--- config.mk ---
export PLATFORM = sky130hd
export DESIGN_NAME = ysyx_210544_csr_arbiter
export DESIGN_NICKNAME = d
export VERILOG_FILES = /design/src/rtl/ysyx_210544_csr_arbiter.sv
export SDC_FILE = /design/constraint.sdc
export NUM_CORES = 1
export LEC_CHECK = 0
export ABC_AREA = 1
export ABC_CLOCK_PERIOD_IN_PS = 1800
export CAP_MARGIN = 5
export CORE_AREA = 2 2 167 169
export CTS_CLUSTER_DIAMETER = 40
export DETAILED_ROUTE_END_ITERATION = 10
export DIE_AREA = 0 0 169 171
export PLACE_DENSITY_LB_ADDON = 0.25
export SYNTH_ARGS = -nofsm -noshare
export SYNTH_HDL_FRONTEND = slang
export SYNTH_SLANG_ARGS = --single-unit
--- constraint.sdc ---
create_clock -name clk -period 1.8 [get_ports clk]
set_clock_uncertainty 0.2 [all_clocks]
set_input_delay 0.36 -clock clk [delete_from_list [all_inputs] [get_ports clk]]
set_output_delay 0.36 -clock clk [all_outputs]
set_load 0.05 [all_outputs]
--- src/rtl/ysyx_210544_csr_arbiter.sv ---
// ysyx_210544_csr_arbiter
// Shares the single CSR register-file port between the exception unit (port 0)
// and the execute-stage CSR-instruction unit (port 1). Each grant performs one
// CSR access: strobes in ACCESS, ack plus read data in RESP. Port 0 may hold
// i_p0_lock across a trap sequence so no CSR instruction interleaves with it.
// Build option: define CSR_ARB_RR_EN to alternate the winner on a tie;
// without it port 0 always wins a tie.
module ysyx_210544_csr_arbiter (
  input  logic        clk,
  input  logic        rst,
  input  logic        i_p0_req,
  input  logic [11:0] i_p0_addr,
  input  logic        i_p0_ren,
  input  logic        i_p0_wen,
  input  logic [63:0] i_p0_wdata,
  input  logic        i_p0_lock,
  input  logic        i_p1_req,
  input  logic [11:0] i_p1_addr,
  input  logic        i_p1_ren,
  input  logic        i_p1_wen,
  input  logic [63:0] i_p1_wdata,
  output logic        o_p0_ack,
  output logic [63:0] o_p0_rdata,
  output logic        o_p1_ack,
  output logic [63:0] o_p1_rdata,
  output logic [11:0] o_csr_addr,
  output logic        o_csr_ren,
  output logic        o_csr_wen,
  output logic [63:0] o_csr_wdata,
  input  logic [63:0] i_csr_rdata
);

  localparam int DATA_W = 64;
  localparam int ADDR_W = 12;

  typedef enum logic [1:0] {
    IDLE   = 2'd0,
    ACCESS = 2'd1,
    RESP   = 2'd2
  } state_t;

  state_t state_q;
  state_t state_nxt;

  // Grant decision taken in IDLE; sel = 0 for port 0, 1 for port 1.
  logic gnt_vld_p0;
  logic gnt_sel_p0;

  // Port that owns the access currently in ACCESS/RESP.
  logic owner_p1;
  logic owner_nxt;

  logic [ADDR_W-1:0] csr_addr_nxt;
  logic [DATA_W-1:0] csr_wdata_nxt;
  logic              csr_ren_nxt;
  logic              csr_wen_nxt;
  logic              p0_ack_nxt;
  logic              p1_ack_nxt;
  logic [DATA_W-1:0] p0_rdata_nxt;
  logic [DATA_W-1:0] p1_rdata_nxt;
  logic [DATA_W-1:0] access_rdata;

`ifdef CSR_ARB_RR_EN
  // Winner of the most recent grant; starts at port 1 so port 0 takes the first tie.
  logic last_gnt;
  logic last_gnt_nxt;
`endif

  // ---- stage 0: arbitration in IDLE
  // Pick a winner among the requesters; the lock excludes port 1 entirely.
  always_comb begin
    gnt_vld_p0 = 1'b0;
    gnt_sel_p0 = 1'b0;
    if (state_q == IDLE) begin
`ifdef CSR_ARB_RR_EN
      if (i_p0_lock) begin
        gnt_vld_p0 = i_p0_req;
        gnt_sel_p0 = 1'b0;
      end else if (i_p0_req && i_p1_req) begin
        gnt_vld_p0 = 1'b1;
        gnt_sel_p0 = ~last_gnt;
      end else if (i_p0_req) begin
        gnt_vld_p0 = 1'b1;
        gnt_sel_p0 = 1'b0;
      end else if (i_p1_req) begin
        gnt_vld_p0 = 1'b1;
        gnt_sel_p0 = 1'b1;
      end
`else
      if (i_p0_req) begin
        gnt_vld_p0 = 1'b1;
        gnt_sel_p0 = 1'b0;
      end else if (i_p1_req && !i_p0_lock) begin
        gnt_vld_p0 = 1'b1;
        gnt_sel_p0 = 1'b1;
      end
`endif
    end
  end

  // State register; an asynchronous reset aborts any in-flight access.
  always_ff @(posedge clk or negedge rst) begin
    if (!rst) begin
      state_q <= IDLE;
    end else begin
      state_q <= state_nxt;
    end
  end

  // Next state: IDLE -> ACCESS on a grant, then RESP, then back to IDLE.
  always_comb begin
    state_nxt = IDLE;
    case (state_q)
      IDLE:    state_nxt = gnt_vld_p0 ? ACCESS : IDLE;
      ACCESS:  state_nxt = RESP;
      RESP:    state_nxt = IDLE;
      default: state_nxt = IDLE;
    endcase
  end

  // ---- stage 1: ACCESS, CSR file answers combinationally on o_csr_addr
  // A read-less access returns zero rather than whatever the CSR file shows.
  assign access_rdata = o_csr_ren ? i_csr_rdata : {DATA_W{1'b0}};

  // Output next-values: load the winner's fields on grant, close the access in ACCESS.
  always_comb begin
    csr_addr_nxt  = o_csr_addr;
    csr_wdata_nxt = o_csr_wdata;
    csr_ren_nxt   = 1'b0;
    csr_wen_nxt   = 1'b0;
    p0_ack_nxt    = 1'b0;
    p1_ack_nxt    = 1'b0;
    p0_rdata_nxt  = o_p0_rdata;
    p1_rdata_nxt  = o_p1_rdata;
    owner_nxt     = owner_p1;
    if (gnt_vld_p0) begin
      owner_nxt = gnt_sel_p0;
      if (gnt_sel_p0) begin
        csr_addr_nxt  = i_p1_addr;
        csr_wdata_nxt = i_p1_wdata;
        csr_ren_nxt   = i_p1_ren;
        csr_wen_nxt   = i_p1_wen;
      end else begin
        csr_addr_nxt  = i_p0_addr;
        csr_wdata_nxt = i_p0_wdata;
        csr_ren_nxt   = i_p0_ren;
        csr_wen_nxt   = i_p0_wen;
      end
    end
    if (state_q == ACCESS) begin
      if (owner_p1) begin
        p1_ack_nxt   = 1'b1;
        p1_rdata_nxt = access_rdata;
      end else begin
        p0_ack_nxt   = 1'b1;
        p0_rdata_nxt = access_rdata;
      end
    end
  end

  // ---- stage 2: RESP, registered ack and read data
  // Every output is a flop so nothing passes combinationally from inputs to outputs.
  always_ff @(posedge clk or negedge rst) begin
    if (!rst) begin
      owner_p1    <= 1'b0;
      o_csr_addr  <= {ADDR_W{1'b0}};
      o_csr_wdata <= {DATA_W{1'b0}};
      o_csr_ren   <= 1'b0;
      o_csr_wen   <= 1'b0;
      o_p0_ack    <= 1'b0;
      o_p1_ack    <= 1'b0;
      o_p0_rdata  <= {DATA_W{1'b0}};
      o_p1_rdata  <= {DATA_W{1'b0}};
    end else begin
      owner_p1    <= owner_nxt;
      o_csr_addr  <= csr_addr_nxt;
      o_csr_wdata <= csr_wdata_nxt;
      o_csr_ren   <= csr_ren_nxt;
      o_csr_wen   <= csr_wen_nxt;
      o_p0_ack    <= p0_ack_nxt;
      o_p1_ack    <= p1_ack_nxt;
      o_p0_rdata  <= p0_rdata_nxt;
      o_p1_rdata  <= p1_rdata_nxt;
    end
  end

`ifdef CSR_ARB_RR_EN
  assign last_gnt_nxt = gnt_vld_p0 ? gnt_sel_p0 : last_gnt;

  // Remember who won last so a tie goes to the other port.
  always_ff @(posedge clk or negedge rst) begin
    if (!rst) begin
      last_gnt <= 1'b1;
    end else begin
      last_gnt <= last_gnt_nxt;
    end
  end
`endif

endmodule

Word level (Yosys, flattened, before mapping)
Cells that the tools add are included.

Register bits after elaboration: 211. Input bits: 225. Word-level logic and storage cells: 35. Memories: 0. Bits in writable memories: 0. Bits in latches: 0. ROM bits: 0.

$mul: 0. Reductions and logical operators: 5. Magnitude comparators: 0. Divide/modulo/power cells: 0. Equality and inequality tests: 1. Muxes and demuxes: 18. Bitwise operators: 1. $add $sub $neg: 0. Shifts and indexed selects: 0.

Operators with widths (count): two-way mux 64 bit (2); two-way mux 1 bit (14); two-way mux 12 bit (1); one-hot mux 2 bit (2 select lines) (1); AND reduction 2 bit (2); == test 2 x 1 -> 1 bit (second input constant) (1); zero test 2 bit (1); logical AND 1 bit (1); zero test 1 bit (1); inverter 1 bit (1).

Longest topological paths before layout
Gate-level depths: netlist of the first run.

Word-level depth: 7. Depth in mapped cells: 8. Depth with buffers taken out: 6.

Least setup slack after synthesis of the first run
No wires, ideal clock.

Path type: reg2reg. Start point: register o_csr_ren. End point: register o_p0_rdata[46]. Required time: 1.517 ns. Buffers on the path: 2. Library setup time: 0.083 ns. Arrival time: 1.424 ns. Clock period less this slack: 1.706 ns. Path slack: 0.094 ns. Stages on the path, launching flop included: 5. Cells stage by stage: dfrtp_1 -> clkbuf_1 -> buf_1 -> nand2_1 -> o21ai_0.

Word-level cells in the longest chain between the ends: 1.

RTL lines: start: declaration (RTL line 27) `output logic o_csr_ren,`; start signal: assignment (RTL line 178) `o_csr_ren <= csr_ren_nxt;`; two-way mux 64 bit (RTL line 123) `assign access_rdata = o_csr_ren ? i_csr_rdata : {DATA_W{1'b0}};`; end signal: assignment (RTL line 172) `o_p0_rdata <= {DATA_W{1'b0}};`; end signal: assignment (RTL line 182) `o_p0_rdata <= p0_rdata_nxt;`; end: declaration (RTL line 23) `output logic [63:0] o_p0_rdata,`.

No other way between the ends. A chain may end at the register's enable or synchronous reset.

Worst setup path in the final report of the first run
Start point: register o_csr_ren. End point: output port o_csr_ren.

No word-level cell between the ends.

==> results of run 1 <==
-- timing repair --
item | 4_1_cts | 5_1_grt
buffers inserted | 1 | 0
setup endpoints to repair | 1 | 0
hold buffers | 1 | 0
gates resized for setup | 1 | 0
hold endpoints to repair | 40 | 0
-- synth_stat cells --
library cell  count
nor2_2            1
inv_1           158
a21oi_4           1
nor2_1            6
nand4_1          76
nand3_1          77
dfrtp_1         211
o21ai_0         131
inv_2             3
buf_2            17
nand2_1         423
buf_1             5
clkbuf_1         61
-- power by group through the flow --
stage	logic (mW)	clock network [mW]	registers (mW)
5_1_grt	22.6	7.35	9.38
3_5_place_dp	21.7	0	9.20
3_3_place_gp	21.4	0	9.15
4_1_cts	21.8	7.15	9.14
2_1_floorplan	3.48	0	15.2
6_report	21.6	6.98	9.13
-- cells in the final DEF, fill, tap and decap left out, types with 2 or more instances in the layout --
master,n
dfrtp_1,210
clkbuf_1,2
clkbuf_16,37
nand3_1,76
nand2_1,421
clkinv_4,4
clkinv_2,3
clkinvlp_4,4
buf_12,210
clkbuf_8,6
nand2_4,2
nor2_1,5
bufinv_16,4
buf_4,49
nand4_1,76
o21ai_0,131
inv_2,3
inv_1,158
clkdlybuf4s50_1,223
inv_6,6
nor2_4,2
-- per-layer routing --
| layer | vias up | GRT usage |
|---|---|---|
| met5 | - | 0 |
| met4 | 0 | 0.107 |
| met3 | 91 | 0.0599 |
| met2 | 392 | 0.394 |
| met1 | 4437 | 0.262 |
| li1 | 4566 | - |
-- final cells by class --
| class | count | area, sq um |
|---|---|---|
| fill | 2159 | 9730 |
| clock inverter | 21 | 253 |
| sequential | 211 | 5280 |
| multi-input combinational | 715 | 3190 |
| timing repair buffer | 484 | 6830 |
| inverter | 161 | 604 |
| tap | 346 | 433 |
| clock buffer | 44 | 1000 |
-- stage by stage --
step / util / hold WS [ps] / cell area (sq um) / instances / power (mW)
after detailed placement: 0.597 / 182 / 16300 / 1915 / 30.9
after global placement: 0.597 / 178 / 16300 / 1915 / 30.6
after CTS: 0.644 / 217 / 17600 / 1982 / 38.0
after floorplan: - / -136 / 9370 / 1170 / 18.7
after global routing: 0.644 / 237 / 17600 / 1982 / 39.3
final: 0.644 / 222 / 17600 / 1982 / 37.7
-- sequential cells by signal, indices dropped and copies added (netlist names) --
signal	count
o_csr_addr	12
state_q	2
o_p1_ack	1
o_p1_rdata	64
o_p0_rdata	64
owner_p1	1
o_csr_wdata	64
o_p0_ack	1
o_csr_wen	1
o_csr_ren	1
-- logic make-up after synthesis --
group           Yosys count  share of synthesized area
compound gates          132                     0.0717
buf+inv                 244                      0.100
simple gates            583                      0.264
flops                   211                      0.564
-- path summary, 6_finish.rpt --
path / slack, ps / end / start / cells past startpoint
hold / removal: 220 / o_csr_wdata[58] / rst / 2
hold reg to reg: 290 / o_p1_rdata[56] / o_p1_rdata[56] / 2
max in group asynchronous: 570 / o_csr_wdata[51] / rst / 3
setup / recovery: 70 / o_csr_ren / o_csr_ren / 1
setup reg to reg: 150 / o_csr_wdata[63] / state_q[1] / 7
min in group clk: 250 / o_p0_rdata[26] / i_csr_rdata[26] / 3
==> results.tsv, run 1 <==
metric	value	unit
grt_pass1_vias	9471	
grt_max_degree	91	
clock_sinks	211	
grtUsageTotal	0.227	
clockBufferDepth	3	
cpLargestDelayFamily	flip-flops	
hold_viol_final	0	
vias_per_cell	4.79	
finalSetupTns	0	ps
arrival	1170	ps
crit_type	reg2out	
synthCells	1170	
cts_buffers	36	
fin_crit	1730	ps
grt-ovfl-total	0	
rows	61	
fin_crit_sh	0.959	
clock-root-buffer	clkbuf_16	
h-tree-depth	2	
status	complete, no violations	
syn2layout_area_growth	87.8	%
relSlewSlack	0.654	
ys_seq_area_frac	0.564	
worstMarginPinSlew	520	ps
worst-path-buf-inv	1	
setup_viol	0	
grt_first_pass_wirelength	51600	um
syn_area_per_cell	8.01	sq um
yosys-top-cells-area	dfrtp_1 56%, nand2_1 17%, o21ai_0 7.0%	
top_layer	met4	
wl_per_cell	16.9	um
ys_types	13	
cp_cell_sequence	buf_12	
wl_met1	12600	um
p_sw	16.7	mW
portBuffers	432	
die-area	28900	sq um
clock_latency	500	ps
fmax	579	MHz
critical_path_required	1240	ps
die_w	169	um
power_frac_clock	0.185	
vias	9486	
drt_iter0_markers	725	
fin_ws	73.8	ps
peakVddDrop	857	uV
wl_met3	2540	um
hp-class	in2async	
pre_cts_ws	-251	ps
syn_area	9370	sq um
synth.yosys.warnings	0	
slowest_stage	dfrtp_4	
cts_tree	done	
drive_above_1_share	0.204	
wl_met2	16800	um
dp_hpwl	24700	um
floorplan.initialDensity	0.343	
combPwrFrac	0.573	
cpPeakStageDelay	500	ps
yosysTopAreaCellShare	0.564	
finalMaxSlewViolations	0	
ios	433	
firstDrtPassIters	5	
p_int	21.0	mW
core	27300	sq um
power.density	2140	nW/um^2
worstPathMaxFanout	2	
leakage	8.61	nW
clkSlewWorstSetupHoldPaths	50	ps
drcViolationCount	0	
die_h	171	um
p_sw_frac	0.443	
syn_nets	1395	
ys_seq_elements	211	
ant_nets	0	
final_net_count	1834	
critical_path.startpoint_type	flop	
grt_antenna_before_repair	0	
rsz0062_at_grt	no	
sequentialPowerShare	0.242	
wl	33500	um
diodes	0	
crit_path_end_kind	primary output	
yosysTopAreaCell	dfrtp_1	
max_cap_viol_count	0	
place_congestion	0.877	
No activity file was read; power rests on OpenSTA's default activity.
==> run 2, diff against run 1 <==
==> config.mk (replaced) <==
export PLATFORM = sky130hd
export DESIGN_NAME = ysyx_210544_csr_arbiter
export DESIGN_NICKNAME = d
export VERILOG_FILES = /design/src/rtl/ysyx_210544_csr_arbiter.sv
export SDC_FILE = /design/constraint.sdc
export NUM_CORES = 1
export LEC_CHECK = 0
export ABC_AREA = 0
export ABC_CLOCK_PERIOD_IN_PS = 2180
export CAP_MARGIN = 5
export CORE_AREA = 2 2 170 172
export CTS_CLUSTER_DIAMETER = 40
export DETAILED_ROUTE_END_ITERATION = 10
export DIE_AREA = 0 0 172 174
export PLACE_DENSITY_LB_ADDON = 0.25
export SLEW_MARGIN = 5
export SYNTH_ARGS = -nofsm -noshare
export SYNTH_HDL_FRONTEND = slang
export SYNTH_SLANG_ARGS = --single-unit
==> constraint.sdc (replaced) <==
create_clock -name clk -period 2.18 [get_ports clk]
set_clock_uncertainty 0.2 [all_clocks]
set_input_delay 0.436 -clock clk [delete_from_list [all_inputs] [get_ports clk]]
set_output_delay 0.436 -clock clk [all_outputs]
set_load 0.05 [all_outputs]
==> results.tsv, run 2 <==
metric	value	unit	change
status	complete, no violations		
clock_sinks	211		unchanged
worst-path-buf-inv	1		unchanged
synthTopCellsByCount	211 x dfrtp_1, 194 x nand2_1, 84 x o21ai_0, 76 x a221o_1, 76 x and3_1		
die_w	172	um	+1.8%
post_cts_buffers	0		-1
busiest_layer	met2		
synth_most_common_cell	dfrtp_1		
vias	7435		-22%
grt_use_met2	0.319		-0.0749
cpPeakStageDelay	540	ps	+40 ps
leakage	6.87	nW	-20%
drt_iter0_markers	375		-48%
h-tree-depth	2		unchanged
relSlewSlack	0.614		-0.0398
ys_seq_elements	211		unchanged
clkSlewWorstSetupHoldPaths	50	ps	about the same
synthArstFlopShare	1.00		unchanged
clock-root-buffer	clkbuf_16		
fin_cells	1606		-19%
floorplan.initialDensity	0.295		-0.0475
synth_compound_area_frac	0.171		+0.0992
firstDrtPassIters	4		-1
reg2reg_depth	4		-3
hold_viol_final	0		unchanged
vias_per_cell	4.63		-3.3%
portBuffers	432		unchanged
grt_max_degree	130		+43%
drcViolationCount	0		unchanged
place_inst	1543		-19%
synth_top_family_by_area	compound AO/OA/AOI/OAI gates		
diodes	0		unchanged
syn2layout_area_growth	69.0	%	
fin_util	0.499		-0.145
crit_start	o_csr_wdata[52]		
die_h	174	um	+1.8%
rsz0062_at_grt	no		
arrival	1400	ps	+230 ps
cts_buffers	35		-2.8%
ios	433		unchanged
power.density	1690	nW/um^2	-21%
cts_tree	done		
dp_hpwl	20900	um	-16%
place_congestion	0.815		-7.0%
yosys_most_used_dff	dfrtp_1		
synth.yosys.warnings	0		unchanged
use_met3	0.0735		+0.0136
crit_path_end_kind	primary output		
critical_path_required	1540	ps	+300 ps
fmax	491	MHz	
max_cap_viol_count	0		unchanged
yosys.area_share.simple	0.154		-0.111
synthCells	771		-34%
whs	258	ps	+35.4 ps
ys_seq_area_frac	0.633		+0.0695
hp-class	in2async		
largestRegisters	o_csr_wdata (64), o_p0_rdata (64), o_p1_rdata (64)		
peakVddDrop	964	uV	+13%
ys_types	22		+9
syn_area_per_cell	10.8	sq um	+35%
grt-ovfl-total	0		unchanged
die-area	29900	sq um	+3.6%
nFillCells	2648		+23%
drive_above_1_share	0.165		-0.0382
use_met1	0.205		-0.0572
grt_antenna_before_repair	0		unchanged
r2r_start	state_q[1]		
core	28200	sq um	+3.3%
clockBufferDepth	3		unchanged
worstMarginPinSlew	579	ps	+59.7 ps
yosys-top-cells-area	dfrtp_1 63%, a221o_1 9.1%, nand2_1 8.7%		
worstPathMaxFanout	2		unchanged
final_common_cell	clkdlybuf4s50_1		
critical_path.startpoint_type	flop		
yosysTopAreaCell	dfrtp_1		
yosysTopAreaCellShare	0.633		+0.0695
syn_area	8340	sq um	-11%
clock_latency	480	ps	-20 ps
setup_viol	0		unchanged
finalMaxSlewViolations	0		unchanged
grt_pass1_vias	7492		-21%
synthMuxAreaShare	0		unchanged
wl	28600	um	-15%
wl_per_cell	17.8	um	+5.2%
grt_first_pass_wirelength	43000	um	-17%
cp_num_cells	1		unchanged
crit_type	reg2out		
cpLargestDelayFamily	buffers and inverters		
final_net_count	1422		-22%
fin_crit_sh	0.935		
cp_cell_sequence	dlygate4sd2_1		
rows	62		+1.6%
syn_nets	996		-29%
slowest_stage	dlygate4sd2_1		
synthAdderAreaFrac	0		unchanged
fin_crit	2040	ps	
ant_nets	0		unchanged
synth_edf_count	0		unchanged
grtUsageTotal	0.185		-0.0419
mostFrequentLayoutCells	223 x clkdlybuf4s50_1, 210 x dfrtp_1, 194 x nand2_1, 118 x buf_4, 99 x dlygate4sd2_1		
synth-xor-area-share	0		unchanged
==> run 2: cell count changes after synthesis, sizes merged, moves of 76 or more <==
cell and delta:
nand4 -76, nand3 -77, a221o +76, nand2 -229, inv -158, and3 +76
==> run 2: cells by family after synthesis <==
kind of cell | Yosys count
buf+inv | 71
flops | 211
simple gates | 281
compound gates | 208
==> run 2: worst paths after layout <==
kind	to	slack, ps
max	o_csr_wdata[52]	140
min	o_p0_rdata[47]	260
max reg2reg	o_p0_rdata[9]	490
min reg2reg	o_p1_rdata[41]	270
max in group asynchronous	o_p1_rdata[29]	910
min in group clk	o_p1_rdata[41]	270
==> run 2: layout make-up <==
cell class | count | area, sq um | area share
Tap cell | 384 | 480 | 0.0341
Timing Repair Buffer | 457 | 4310 | 0.306
Clock inverter | 19 | 287 | 0.0203
Inverter | 3 | 11.3 | 0.000799
Sequential cell | 211 | 5280 | 0.375
Multi-Input combinational cell | 489 | 2730 | 0.194
Clock buffer | 43 | 988 | 0.0702
==> run 2: power by group <==
| part | internal (mW) | switching, mW | total, mW |
|---|---|---|---|
| Clock | 3.97 | 1.95 | 5.91 |
| Combinational | 3.35 | 8.21 | 11.6 |
| Sequential | 5.45 | 0.838 | 6.29 |
| Total | 12.8 | 11.0 | 23.8 |
==> run 2: per-layer routing <==
metal	up-vias	routed length (um)
li1	3594	-
met1	3467	10600
met2	329	14000
met3	45	3020
met4	0	951
met5	-	0
==> run 2: what timing repair did <==
item                                   CTS  global route
hold buffers                             1             0
resized for setup                       99             0
endpoints found under the hold margin   45             0
setup endpoints to repair               99             0
==> run 2: stage by stage <==
stage / cell area, sq um / setup TNS [ps] / setup slack [ps] / power, mW
after floorplan: 8340 / 0 / 439 / 14.1
after global placement: 12900 / -3170 / -91.3 / 18.5
after detailed placement: 12900 / -5610 / -135 / 18.6
after CTS: 14100 / 0 / 112 / 24.0
after global routing: 14100 / 0 / 95.0 / 24.9
final: 14100 / 0 / 142 / 23.8
